===== src/rtl/register_file_multi_port_if.sv =====
// Bundles the read and write port signals of the multi-port register file.
// The master drives requests and the slave returns ReadData.
interface register_file_multi_port_if #(
    parameter int unsigned ADDR_WIDTH = 5,
    parameter int unsigned DATA_WIDTH = 32,
    parameter int unsigned N_READ     = 2,
    parameter int unsigned N_WRITE    = 2
);
    localparam int unsigned NBYTES = DATA_WIDTH / 8;

    logic [N_READ-1:0]                  ReadEnable;
    logic [N_READ-1:0][ADDR_WIDTH-1:0]  ReadAddr;
    logic [N_READ-1:0][DATA_WIDTH-1:0]  ReadData;
    logic [N_WRITE-1:0]                 WriteEnable;
    logic [N_WRITE-1:0][ADDR_WIDTH-1:0] WriteAddr;
    logic [N_WRITE-1:0][DATA_WIDTH-1:0] WriteData;
    logic [N_WRITE-1:0][NBYTES-1:0]     WriteBE;

    modport master (
        output ReadEnable, ReadAddr, WriteEnable, WriteAddr, WriteData, WriteBE,
        input  ReadData
    );

    modport slave (
        input  ReadEnable, ReadAddr, WriteEnable, WriteAddr, WriteData, WriteBE,
        output ReadData
    );
endinterface


===== src/rtl/register_file_multi_port.sv =====
// Flip-flop register file with N_READ read ports and N_WRITE byte-enabled write ports.
// Writes pass through one pending stage; reads bypass from that stage (write-first).
module register_file_multi_port #(
    parameter int unsigned ADDR_WIDTH = 5,
    parameter int unsigned DATA_WIDTH = 32,
    parameter int unsigned N_READ     = 2,
    parameter int unsigned N_WRITE    = 2
) (
    input  logic clk,
    input  logic rst,
    register_file_multi_port_if.slave io_bus
);
    localparam int unsigned NUM_WORDS = 2 ** ADDR_WIDTH;
    localparam int unsigned NBYTES    = DATA_WIDTH / 8;

    logic [DATA_WIDTH-1:0]              r_mem [NUM_WORDS];
    logic [N_WRITE-1:0]                 r_wr_vld;
    logic [N_WRITE-1:0][ADDR_WIDTH-1:0] r_wr_addr;
    logic [N_WRITE-1:0][DATA_WIDTH-1:0] r_wr_data;
    logic [N_WRITE-1:0][NBYTES-1:0]     r_wr_be;
    logic [N_READ-1:0][ADDR_WIDTH-1:0]  r_rd_addr;

    // Overlay pending writes onto a word; the lowest-index port claims each byte first.
    function automatic logic [DATA_WIDTH-1:0] merge_pending(
        input logic [ADDR_WIDTH-1:0] addr,
        input logic [DATA_WIDTH-1:0] base
    );
        logic [DATA_WIDTH-1:0] result;
        logic [NBYTES-1:0]     taken;
        result = base;
        taken  = '0;
        for (int unsigned w = 0; w < N_WRITE; w++) begin
            for (int unsigned b = 0; b < NBYTES; b++) begin
                if (r_wr_vld[w] && (r_wr_addr[w] == addr) && r_wr_be[w][b] && !taken[b]) begin
                    result[8*b +: 8] = r_wr_data[w][8*b +: 8];
                    taken[b]         = 1'b1;
                end
            end
        end
        return result;
    endfunction

    always_ff @(posedge clk) begin
        if (rst) begin
            r_wr_vld  <= '0;
            r_wr_addr <= '0;
            r_wr_data <= '0;
            r_wr_be   <= '0;
        end else begin
            r_wr_vld <= io_bus.WriteEnable;
            for (int unsigned w = 0; w < N_WRITE; w++) begin
                if (io_bus.WriteEnable[w]) begin
                    r_wr_addr[w] <= io_bus.WriteAddr[w];
                    r_wr_data[w] <= io_bus.WriteData[w];
                    r_wr_be[w]   <= io_bus.WriteBE[w];
                end
            end
        end
    end

    always_ff @(posedge clk) begin
        for (int unsigned a = 0; a < NUM_WORDS; a++) begin
            if (rst) begin
                r_mem[a] <= '0;
            end else begin
                r_mem[a] <= merge_pending(ADDR_WIDTH'(a), r_mem[a]);
            end
        end
    end

    always_ff @(posedge clk) begin
        if (rst) begin
            r_rd_addr <= '0;
        end else begin
            for (int unsigned r = 0; r < N_READ; r++) begin
                if (io_bus.ReadEnable[r]) begin
                    r_rd_addr[r] <= io_bus.ReadAddr[r];
                end
            end
        end
    end

    // Held addresses keep following commits and bypasses; nothing is frozen here.
    always_comb begin
        io_bus.ReadData = '0;
        for (int unsigned r = 0; r < N_READ; r++) begin
            io_bus.ReadData[r] = merge_pending(r_rd_addr[r], r_mem[r_rd_addr[r]]);
        end
    end
endmodule

===== src/flat_wrapper.sv =====
// flat-port wrapper written by rule: the top's interface ports become plain ports
module register_file_multi_port_flat 
#(
    parameter int unsigned ADDR_WIDTH = 5,
    parameter int unsigned DATA_WIDTH = 32,
    parameter int unsigned N_READ     = 2,
    parameter int unsigned N_WRITE    = 2
)
  (clk, rst, io_bus_ReadEnable, io_bus_ReadAddr, io_bus_WriteEnable, io_bus_WriteAddr, io_bus_WriteData, io_bus_WriteBE, io_bus_ReadData);
  register_file_multi_port_if #(.ADDR_WIDTH(ADDR_WIDTH), .DATA_WIDTH(DATA_WIDTH), .N_READ(N_READ), .N_WRITE(N_WRITE)) io_bus_i ();
  input  logic clk;
  input  logic rst;
  input wire logic [$bits(io_bus_i.ReadEnable)-1:0] io_bus_ReadEnable;
  input wire logic [$bits(io_bus_i.ReadAddr)-1:0] io_bus_ReadAddr;
  input wire logic [$bits(io_bus_i.WriteEnable)-1:0] io_bus_WriteEnable;
  input wire logic [$bits(io_bus_i.WriteAddr)-1:0] io_bus_WriteAddr;
  input wire logic [$bits(io_bus_i.WriteData)-1:0] io_bus_WriteData;
  input wire logic [$bits(io_bus_i.WriteBE)-1:0] io_bus_WriteBE;
  output wire logic [$bits(io_bus_i.ReadData)-1:0] io_bus_ReadData;
  assign io_bus_i.ReadEnable = io_bus_ReadEnable;
  assign io_bus_i.ReadAddr = io_bus_ReadAddr;
  assign io_bus_i.WriteEnable = io_bus_WriteEnable;
  assign io_bus_i.WriteAddr = io_bus_WriteAddr;
  assign io_bus_i.WriteData = io_bus_WriteData;
  assign io_bus_i.WriteBE = io_bus_WriteBE;
  assign io_bus_ReadData = io_bus_i.ReadData;
  register_file_multi_port #(.ADDR_WIDTH(ADDR_WIDTH), .DATA_WIDTH(DATA_WIDTH), .N_READ(N_READ), .N_WRITE(N_WRITE)) u_core (.clk(clk), .rst(rst), .io_bus(io_bus_i));
endmodule

===== config.mk =====
export PLATFORM = sky130hd
export DESIGN_NAME = register_file_multi_port_flat
export DESIGN_NICKNAME = d
export VERILOG_FILES = /design/src/rtl/register_file_multi_port_if.sv /design/src/rtl/register_file_multi_port.sv /design/src/flat_wrapper.sv
export SDC_FILE = /design/constraint.sdc
export NUM_CORES = 2
export LEC_CHECK = 0
export BUFFER_PORTS_ARGS = -buffer_cell sky130_fd_sc_hd__clkbuf_2
export CORE_MARGIN = 2
export CORE_UTILIZATION = 40
export DETAILED_ROUTE_END_ITERATION = 8
export SLEW_MARGIN = 0
export SYNTH_ARGS = -nofsm -noshare
export SYNTH_HDL_FRONTEND = slang
export SYNTH_SLANG_ARGS = --single-unit

===== constraint.sdc =====
create_clock -name clk -period 3.14 [get_ports clk]
set_input_delay 0.157 -clock clk [delete_from_list [all_inputs] [get_ports clk]]
set_output_delay 0.157 -clock clk [all_outputs]
set_load 0.1 [all_outputs]

; ---- Yosys cells after proc, flatten, opt, wreduce, memory -nomap -nowiden
; Memories as Yosys holds them, arrays and structs flattened. A register that Yosys moved wholly into a read port is not among the register bits.
; Cells that the tools add are included.
[word_totals]
ff_bits = 94
n_memories = 1
mem_bits_rw = 1024
romBits = 0
latchBits = 0
input_bits = 98
out_inout_bits = 64
[memory_table]
columns = memory, depth, word_bits, rd, rd_clocked_by_memory_dff, wr, line_no
row1 = u_core.r_mem, 32, 32, 2, 2, 32, register_file_multi_port.sv:16  ; logic [DATA_WIDTH-1:0] r_mem [NUM_WORDS];
[classes]
reduce_logical = 742
bitwise = 128
div_mod_pow = 0
n_mux = 799
n_eq_ne = 194
addsub = 0
shifts = 0
n_lt_le_gt_ge = 0
multipliers = 0
[op_table]
columns = cell, n
row1 = $mux W8, 528
row2 = $logic_and A1 B1 Y1, 476
row3 = $ne A3 B3 Y1 const B, 128
row4 = $mux W1, 267
row5 = $reduce_and A2 Y1, 128
row6 = $eq A5 B5 Y1 const B, 32
row7 = $logic_not A1 Y1, 136
row8 = $or A1 B1 Y1, 128
row9 = $eq A5 B4 Y1 const B, 16
row10 = $eq A5 B3 Y1 const B, 8
row11 = $eq A5 B2 Y1 const B, 4
row12 = $eq A5 B5 Y1, 4
row13 = $mux W5, 4
row14 = $eq A5 B1 Y1 const B, 2
row15 = $logic_not A5 Y1, 2

; ---- Depth between registers and ports, before layout
[depth]
ltp_word = 10
ltp_mapped = 10

; ---- Worst setup path after synthesis
; OpenSTA, ideal clock, no wires.
[synth_path]
path_kind = reg2out
start = register u_core.r_wr_addr[2] in the netlist's numbering
end = output io_bus_ReadData[57]
path_stages_with_launch = 9
arrival_time_ns = 4.588
path_slack_ns = -1.605
path_buffers = 2
required_time_ns = 2.983
cell_sequence = dfxtp_1 > buf_2 > xor2_1 > nor4_2 > nand3_1 > clkbuf_1 > nand3b_1 > nor2_1 > nor4_1
[synth_between]
elab_chain_len = 7
[synth_rtl]
columns = element, line_no
row1 = start: declaration, register_file_multi_port.sv:18  ; logic [N_WRITE-1:0][ADDR_WIDTH-1:0] r_wr_addr;
row2 = start signal: indexed assignment, register_file_multi_port.sv:53  ; r_wr_addr[w] <= io_bus.WriteAddr[w];
row3 = $eq A5 B5 Y1 *, register_file_multi_port.sv:34  ; if (r_wr_vld[w] && (r_wr_addr[w] == addr) && r_wr_be[w][b] && !taken[b]) begin
row4 = $logic_and A1 B1 Y1 * (2 in a row), register_file_multi_port.sv:34
row5 = $mux W1, register_file_multi_port.sv:34
row6 = $logic_not A1 Y1, register_file_multi_port.sv:34
row7 = $logic_and A1 B1 Y1, register_file_multi_port.sv:34
row8 = $mux W8 *, register_file_multi_port.sv:34
row9 = end: declaration, flat_wrapper.sv:19  ; output wire logic [$bits(io_bus_i.ReadData)-1:0] io_bus_ReadData;
; Mark *: on every way between the ends. The rest lies on a longest branch, timed or not.

==> run metrics <==
top post-synthesis cells by count=edfxtp_1, nor2_1, nand2_1; Seq/Total Area, Yosys=0.461; drt initial violations=between 10k and 15k; CTS clk-pin slew, worst paths=~60 ps; Syn Inst Count=roughly 6.7k; uppermost routed layer=met5; most common cell in the netlist=edfxtp_1; Async SR Flop Fraction=0; area of the core=about 180000 µm²; Post-synth EDFFs=just over 1k; Mapped Avg Cell Area=about 11 µm²; count of cell types in the netlist=58; ANT nets after route=0; Longest Clk Path Bufs=3; Leak=between 0.03 and 0.04 µW; Post-DP HPWL=around 230 mm; Slew HR=0.216; Yosys top cell area share=0.432; DR vias=roughly 64k; worst setup path category=flop to primary output; hold crit path type=input port to flop; number of detailed-route iterations in the first pass=7; dominant synthesized flop cell=edfxtp_1; Min Clock Period, post-route=approximately 3600 ps; DRC errors left=0; first-pass GRT wire length=roughly 460 mm; Synth Cell Area=between 70000 and 80000 µm²; I/O pins=162; worst slew pin tran=1180 ps; max-slew violations=0; Post-Syn Nets=~6.8k; Final Cycle Share=1.16; layout cells sized above 1=0.287; pin count of the biggest net entering global routing=about 100; DRT met1 WL=about 110 mm; Setup TNS Final=-21440 ps; metal3 WL=44.1 mm; data required time of the worst path=2980 ps; num rows=between 150 and 200; CTS Sinks=1128; GRT overflow=0; Worst Setup Start Kind=flop; Yosys warnings=0; Total Routing Usage GR=0.358; die area=between 150000 and 200000 µm²; vias in the first global route=59.7k; initial antenna violation count=10; unrepaired setup endpoints after global routing=yes; final cell count without fillers=9472; status=finished with violations; Initial Utilization=0.403; FF+latch count, synth=1128; Fin. Hold Viols=0; top cells by area, synth=edfxtp_1, mux4_2, mux2i_1; final core occ=0.501; Worst-Skew Late Latency=820 ps; port buffer count=between 150 and 200; max-cap viol count=0; biggest area consumer among synthesized cells=edfxtp_1; Root Buffer=clkbuf_16; CP max FO=7; GPL Wtd Cong=1.01; Layout Nets=~7.1k; PwrDens=approximately 480 nW/µm²; final wirelength=336 mm; Area Growth Syn to Fin=24.1%; final setup vio count=64; dpl ws=-293 ps; critical path endpoint category=primary output; TritonCTS clock tree=yes; Die H=~430 µm; Avg WL per Cell=~35 µm; Worst Path Arrival=approximately 3500 ps; placed cell count=just under 9k; worst hold slack=between 40 and 50 ps; total CTS buffers=133; via/cell ratio=about 6.8; worst setup margin=-504 ps; met2 WL post-DR=approximately 150 mm; H-tree levels=4; Die W=426 µm; fmax=approximately 270 MHz; clk_skew=about 20 ps; failing checks=setup timing; Worst VDD drop=514 µV
[where the power goes]
group / internal [µW] / leakage [µW] / total [µW] / switching, µW
clock: 9310 / 0.00212 / 16200 / 6840
sequential: 16900 / 0.0114 / 17700 / 750
combinational: 3390 / 0.0169 / 8570 / 5180
[cell type report]
class	instances	area [µm²]
repair buffers	1019	11100
diodes	3	7.51
fillers	15400	88200
inverters	4	18.8
well taps	2340	2930
flip-flops and latches	1128	32900
multi-input cells	4737	37000
clock buffers	180	3680
clock inverters	61	686
[registers in the layout, indices dropped and copies added (netlist names), named ones only]
name / count
u_core.r_wr_addr: 10
u_core.r_wr_vld: 2
u_core.r_wr_data: 64
u_core.r_wr_be: 8
u_core.r_rd_addr: 10
u_core.r_mem: 1024
[routing by layer]
metal	GRT usage	vias to the layer above
met5	0.00556	-
met3	0.0964	1196
met2	0.537	5430
met4	0.254	8
li1	-	25800
met1	0.448	31500
[what timing repair did]
action	CTS	global route
endpoints found under the setup margin	64	64
gates resized for setup	361	215
hold endpoints to repair	128	0
hold buffers	100	0
setup buffers	91	84
cloned	27	19
pin swaps	89	126
[final timing paths]
kind	from	endpoint	slack (ps)	depth (start not counted)
max	flop	io_bus_ReadData[18]	-500	8
min	io_bus_WriteEnable[0]	u_core.r_wr_be[2]$_SDFFE_PP0P_	50	3
max reg2reg	u_core.r_wr_vld[1]$_SDFF_PP0_	u_core.r_mem[3][8]$_SDFFCE_PN0P_	180	7
min reg2reg	u_core.r_wr_data[18]$_SDFFE_PP0P_	u_core.r_wr_data[18]$_SDFFE_PP0P_	500	2
[layout by cell type, fill, tap and decap left out, drive strengths merged, types with 34 or more instances in the layout]
cell type    instances
edfxtp            1024
nor2               951
buf                800
nand2              642
a21oi              554
mux2i              525
mux4               477
a22oi              346
nand3              312
clkbuf             292
nor3               178
and2               133
dfxtp              104
dlygate4sd3        100
o21ai               96
a221oi              75
nand2b              64
o22ai               58
or2                 51
nand4               50
clkinv              35
or3b                34
[critical path, stage by stage (launching register included)]
cell and delay (ps):
dfxtp_4 470, buf_12 200, clkbuf_16 170, mux4_2 510
mux4_2 520, mux2i_1 210, nor3_1 80, a221o_1 320
buf_12 190
[metrics by stage]
stage | instance area, µm² | total power, µW
after floorplan | 71400 | 21800
after global placement | 78000 | 25100
after detailed placement | 78100 | 25100
after CTS | 86500 | 41700
after global routing | 88300 | 43000
final | 88300 | 42400
[kinds of logic after synthesis]
| family | count (synthesis) | share of synthesized area |
|---|---|---|
| flip-flops | 1128 | 0.461 |
| buffers and inverters | 816 | 0.0463 |
| AO/OA/AOI/OAI | 1223 | 0.108 |
| multiplexers | 1004 | 0.225 |
| XOR/XNOR | 20 | 0.00246 |
| AND/OR/NAND/NOR | 2489 | 0.157 |
(Power assumes the default switching activity.)
